--- config.mk ---
export PLATFORM = sky130hd
export DESIGN_NAME = seq_slice_adder
export DESIGN_NICKNAME = d
export VERILOG_FILES = /design/src/rtl/seq_slice_adder.sv
export SDC_FILE = /design/constraint.sdc
export NUM_CORES = 1
export LEC_CHECK = 0
export CORE_MARGIN = 8
export CORE_UTILIZATION = 58
export DETAILED_ROUTE_END_ITERATION = 16
export PLACE_DENSITY = 0.93
export SYNTH_ARGS = -nofsm -noshare
export SYNTH_HDL_FRONTEND = slang
export SYNTH_SLANG_ARGS = --single-unit
export TNS_END_PERCENT = 100
--- constraint.sdc ---
create_clock -name clk -period 10 [get_ports clk]
set_input_delay 2 -clock clk [delete_from_list [all_inputs] [get_ports clk]]
set_output_delay 2 -clock clk [all_outputs]
set_load 0.02 [all_outputs]
--- src/rtl/seq_slice_adder.sv ---
// -----------------------------------------------------------------------------
// seq_slice_adder
//
// Multi-cycle WIDTH-bit adder/subtractor. The operation ripples through
// SLICE-bit full-adder slices, one slice per clock, LSB slice first, so the
// longest combinational path is a single SLICE-bit carry chain.
//
// Ports
//   clk    in   clock, rising edge
//   rst_n  in   asynchronous active-low reset
//   start  in   request; accepted on an edge where start && ready
//   a      in   operand X (sampled at acceptance)
//   b      in   operand Y (sampled at acceptance)
//   cin    in   carry/borrow in (sampled at acceptance)
//   sub    in   0: a+b+cin, 1: a-b-cin (sampled at acceptance)
//   ready  out  block can accept start this cycle (IDLE or DONE)
//   busy   out  operation in progress (RUN)
//   done   out  one-cycle pulse, result outputs just updated
//   sum    out  registered result
//   cout   out  raw carry out of the MSB (for sub: 1 = no borrow)
//   ovf    out  signed two's-complement overflow
//   zero   out  sum == 0
// -----------------------------------------------------------------------------
module seq_slice_adder #(
    parameter int WIDTH = 32,
    parameter int SLICE = 8
) (
    input  logic             clk,
    input  logic             rst_n,
    input  logic             start,
    input  logic [WIDTH-1:0] a,
    input  logic [WIDTH-1:0] b,
    input  logic             cin,
    input  logic             sub,
    output logic             ready,
    output logic             busy,
    output logic             done,
    output logic [WIDTH-1:0] sum,
    output logic             cout,
    output logic             ovf,
    output logic             zero
);

    localparam int NSLICE = WIDTH / ((SLICE < 1) ? 1 : SLICE);
    localparam int CW     = (NSLICE > 1) ? $clog2(NSLICE) : 1;

    generate
        if (SLICE < 1 || SLICE > WIDTH || (WIDTH % ((SLICE < 1) ? 1 : SLICE)) != 0) begin : g_bad_params
            $error("seq_slice_adder: WIDTH must be a positive multiple of SLICE");
        end
    endgenerate

    typedef enum logic [1:0] {
        IDLE,
        RUN,
        DONE
    } state_t;

    state_t            state;
    logic [WIDTH-1:0]  a_q;        // operand X captured at acceptance
    logic [WIDTH-1:0]  b_q;        // effective operand Y (inverted for sub)
    logic [WIDTH-1:0]  partial;    // slices computed so far
    logic              carry;      // carry between slices
    logic [CW-1:0]     idx;        // slice currently being processed

    logic [SLICE-1:0]  a_sl;
    logic [SLICE-1:0]  b_sl;
    logic [SLICE-1:0]  s_sl;
    logic              c_sl;
    logic              last;
    logic              ovf_next;
    logic [WIDTH-1:0]  full_sum;

    // Handshake outputs decode straight from the state register.
    assign ready = (state != RUN);
    assign busy  = (state == RUN);
    assign done  = (state == DONE);

    // One slice of the ripple chain.
    always_comb begin
        // NOTE: every variable gets a value before any partial overwrite, so no
        // path leaves one unassigned and no latch is inferred.
        full_sum = partial;
        a_sl     = a_q[idx*SLICE +: SLICE];
        b_sl     = b_q[idx*SLICE +: SLICE];
        {c_sl, s_sl} = {1'b0, a_sl} + {1'b0, b_sl} + {{SLICE{1'b0}}, carry};
        last     = (idx == CW'(NSLICE - 1));
        // Carry into the MSB recovered from the MSB's own sum bit.
        ovf_next = (a_sl[SLICE-1] ^ b_sl[SLICE-1] ^ s_sl[SLICE-1]) ^ c_sl;
        // Final result is the earlier slices plus the one being added now.
        full_sum[idx*SLICE +: SLICE] = s_sl;
    end

    always_ff @(posedge clk or negedge rst_n) begin
        if (!rst_n) begin
            state   <= IDLE;
            a_q     <= '0;
            b_q     <= '0;
            partial <= '0;
            carry   <= 1'b0;
            idx     <= '0;
            sum     <= '0;
            cout    <= 1'b0;
            ovf     <= 1'b0;
            zero    <= 1'b0;
        end else begin
            // NOTE: non-blocking assignments so every register samples the
            // pre-edge values, independent of statement order.
            case (state)
                IDLE, DONE: begin
                    if (start) begin
                        a_q   <= a;
                        // Subtraction is a + ~b + 1; the +1 folds into the carry,
                        // and a borrow-in removes it again.
                        b_q   <= sub ? ~b : b;
                        carry <= cin ^ sub;
                        idx   <= '0;
                        state <= RUN;
                    end else begin
                        state <= IDLE;
                    end
                end
                RUN: begin
                    partial[idx*SLICE +: SLICE] <= s_sl;
                    carry <= c_sl;
                    if (last) begin
                        sum   <= full_sum;
                        cout  <= c_sl;
                        ovf   <= ovf_next;
                        zero  <= (full_sum == '0);
                        state <= DONE;
                    end else begin
                        idx <= idx + 1'b1;
                    end
                end
                default: state <= IDLE;
            endcase
        end
    end

endmodule

==> flow_summary.json <==
{
  "slowest_delay_ps": 650,
  "crit_path_start": "state[0]$_DFFE_PN0P_",
  "worstReg2RegStart": "idx[1]$_DFFE_PN0P_",
  "die_y_microns": 123,
  "netlist.area_leader.share_pct": 51.4,
  "cts_sinks": 136,
  "gp_congestion": 0.864,
  "rsz0062_at_grt": "false",
  "start_kind": "register",
  "synth_cells": 588,
  "path_max_fanout": 18,
  "cts.repair.resized": 0,
  "critical_path_required_ps": 8000,
  "numCtsBuffers": 17,
  "start_util_pct": 58.7,
  "status": "completed",
  "leakage_nw": 3.59,
  "ios": 107,
  "fin_nets": 763,
  "wl_met3_mm": 1.28,
  "synth_area_leader_cell": "dfrtp_1",
  "yosysUniqueCellTypes": 61,
  "io_buffers": 106,
  "synth_area_leaders": "dfrtp_1 (51%), mux2_2 (5.4%), mux4_2 (5.4%), o21ai_0 (4.5%), xnor2_1 (4.4%)",
  "holdWs_ps": 476,
  "vdd_ir_drop_max_mv": 0.247,
  "tritoncts": "yes",
  "min_path_type": "register to register",
  "worst_slew_pin_slew_ps": 1260,
  "wirelength_mm": 17.0,
  "crit_family": "buffers and inverters",
  "ctsHoldBuffers": 0,
  "placed_area_sq_um": 7710,
  "synth_edf_count": 0,
  "postRouteAntennaNets": 0,
  "synth-seq-cells": 136,
  "clk_pin_slew_worst_paths_ps": 60,
  "design_area_sq_um": 8410,
  "ys_seq_area_share_pct": 51.4,
  "synth-async-reset-ratio_pct": 100,
  "cts_buffer_depth": 2,
  "cts_root_buffer": "clkbuf_16",
  "slew_viol_final": 0,
  "avgRoutedWirePerCell_microns": 20.4,
  "fin_skew_ps": 6.75,
  "overflow": 0,
  "via_count": 5044,
  "grt_pass1_wl_mm": 27.6,
  "post_cts_buffers": 0,
  "powerDensity_nw_per_um2": 429,
  "vias_per_cell": 6.04,
  "synth_ff_type": "dfrtp_1",
  "rows": 39,
  "drc": 0,
  "hold_viol_final": 0,
  "period_share_pct": 43.3,
  "cp_num_buf_inv": 2,
  "first_iter_violations": 545,
  "wl_met2_mm": 8.43,
  "fmax_mhz": 231,
  "worstSetupPathType": "register to output port",
  "slew_headroom_pct": 14.8,
  "antenna-diode-count": 0,
  "post-route-util_pct": 74.6,
  "die-area_sq_um": 15100,
  "setup_viol": 0,
  "total_power_mw": 3.61,
  "avgSynthCellArea_sq_um": 11.3,
  "fin_tns_setup_ps": 0,
  "cap_violations": 0,
  "htree_levels": 4,
  "syn_to_final_growth_pct": 27.1,
  "dp_hpwl_mm": 11.4,
  "m1WireLength_mm": 6.90,
  "die-width_microns": 123,
  "period_needed_ps": 4330,
  "mappedNetlistNets": 672,
  "grt_usage_pct": 23.5,
  "yosys_warnings": 0,
  "top_layer_used": "met4",
  "antenna_found_initial": 0,
  "end_kind": "output port",
  "grt_max_degree": 101,
  "worst_path_max_delay_cell": "clkdlybuf4s50_1",
  "drive_gt1_share_pct": 14.5,
  "worstSkewPairLatency_ps": 410,
  "cp.arrival_ps": 2330,
  "dr.pass1.iters": 5,
  "netlist_area_sq_um": 6620,
  "grt_pass1_vias": 5287,
  "min-delay-start": "sum[8]$_DFFE_PN0P_",
  "core_area_sq_um": 11300,
  "path_cells": "nand2b_1 -> clkinv_1 -> clkdlybuf4s50_1"
}
==> worst paths after layout <==
path / end / slack (ps) / depth (start not counted)
worst max register to register: sum[20]$_DFFE_PN0P_ / 6120 / 8
worst min-delay path: sum[8]$_DFFE_PN0P_ / 480 / 2
max in group asynchronous: b_q[28]$_DFFE_PN0P_ / 6930 / 2
min in group asynchronous: sum[16]$_DFFE_PN0P_ / 1660 / 1
worst max-delay path: busy / 5670 / 3
worst min register to register: sum[8]$_DFFE_PN0P_ / 480 / 2
==> metal layers <==
metal	track usage, %	up-vias
li1	-	2305
met1	29.2	2450
met2	39.1	253
met3	5.34	36
met4	9.67	0
met5	0	-
==> sequential cells by signal, summed over array words and instances, names as in the netlist <==
| signal | cells |
|---|---|
| a_q | 32 |
| b_q | 32 |
| carry | 1 |
| cout | 1 |
| idx | 2 |
| ovf | 1 |
| partial | 32 |
| state | 2 |
| sum | 32 |
| zero | 1 |
==> tightest hold or removal path, delay by kind of cell, from the launching register on <==
family | cells | cell delay, ps
flops | 1 | 340
compound gates | 1 | 60
simple gates | 1 | 50
==> synth_stat cells (all sizes together) (2+ instances only) <==
| cell type | number |
|---|---|
| or4b | 2 |
| inv | 9 |
| nor4bb | 2 |
| fa | 2 |
| nand4 | 2 |
| or4 | 5 |
| o221ai | 2 |
| mux2 | 32 |
| buf | 7 |
| a41oi | 2 |
| a31oi | 4 |
| o21ai | 61 |
| nor2 | 56 |
| nor2b | 16 |
| dfrtp | 136 |
| o21ba | 2 |
| ha | 13 |
| o2111ai | 2 |
| a221oi | 21 |
| o211ai | 5 |
| nand3 | 3 |
| and2 | 5 |
| mux4 | 16 |
| clkbuf | 31 |
| nand2 | 59 |
| a211oi | 4 |
| xnor2 | 33 |
| a22o | 26 |
| nand2b | 3 |
| a21oi | 6 |
| nor3 | 3 |
==> layout make-up <==
class                           instances  area (sq um)
Sequential cell                       136          3400
Clock buffer                           18           429
Tap cell                              143           179
Multi-Input combinational cell        404          3010
Timing Repair Buffer                  110          1080
Clock inverter                         14           268
Inverter                               10          37.5
Fill cell                             743          2860
==> cells by family after synthesis <==
logic type | count (synthesis) | share of synthesized area (%)
mux | 48 | 10.9
fa+ha+maj | 15 | 3.06
xor+xnor | 34 | 4.50
buf+inv | 48 | 3.20
flops | 136 | 51.4
compound gates | 143 | 15.1
simple gates | 164 | 11.8
==> report_power, final <==
| part | total (mW) | internal, mW | switching (mW) |
|---|---|---|---|
| Clock | 0.745 | 0.496 | 0.249 |
| Combinational | 1.90 | 0.752 | 1.14 |
| Sequential | 0.965 | 0.797 | 0.168 |
==> layout by cell type (no fill, tap or decap), drive strengths merged, types with 3 or more instances in the layout <==
cell type / count
a221oi: 21
clkinv: 5
nand2: 59
clkdlybuf4s50: 104
a22o: 26
o211ai: 5
buf: 6
bufinv: 7
xnor2: 33
ha: 13
nor2b: 16
a31oi: 4
nand2b: 3
inv: 12
nor3: 3
nor2: 56
a211oi: 4
a21oi: 6
and2: 5
mux2: 32
clkbuf: 18
mux4: 16
dfrtp: 136
nand3: 3
or4: 5
o21ai: 61
==> metrics by stage <==
stage / worst slack (ps) / cells
finish: 5670 / 835
detailed placement: 6150 / 803
CTS: 5690 / 835
global placement: 6210 / 803
floorplan: 6590 / 588
global route: 5510 / 835
No activity file was read; power rests on OpenSTA's default activity.
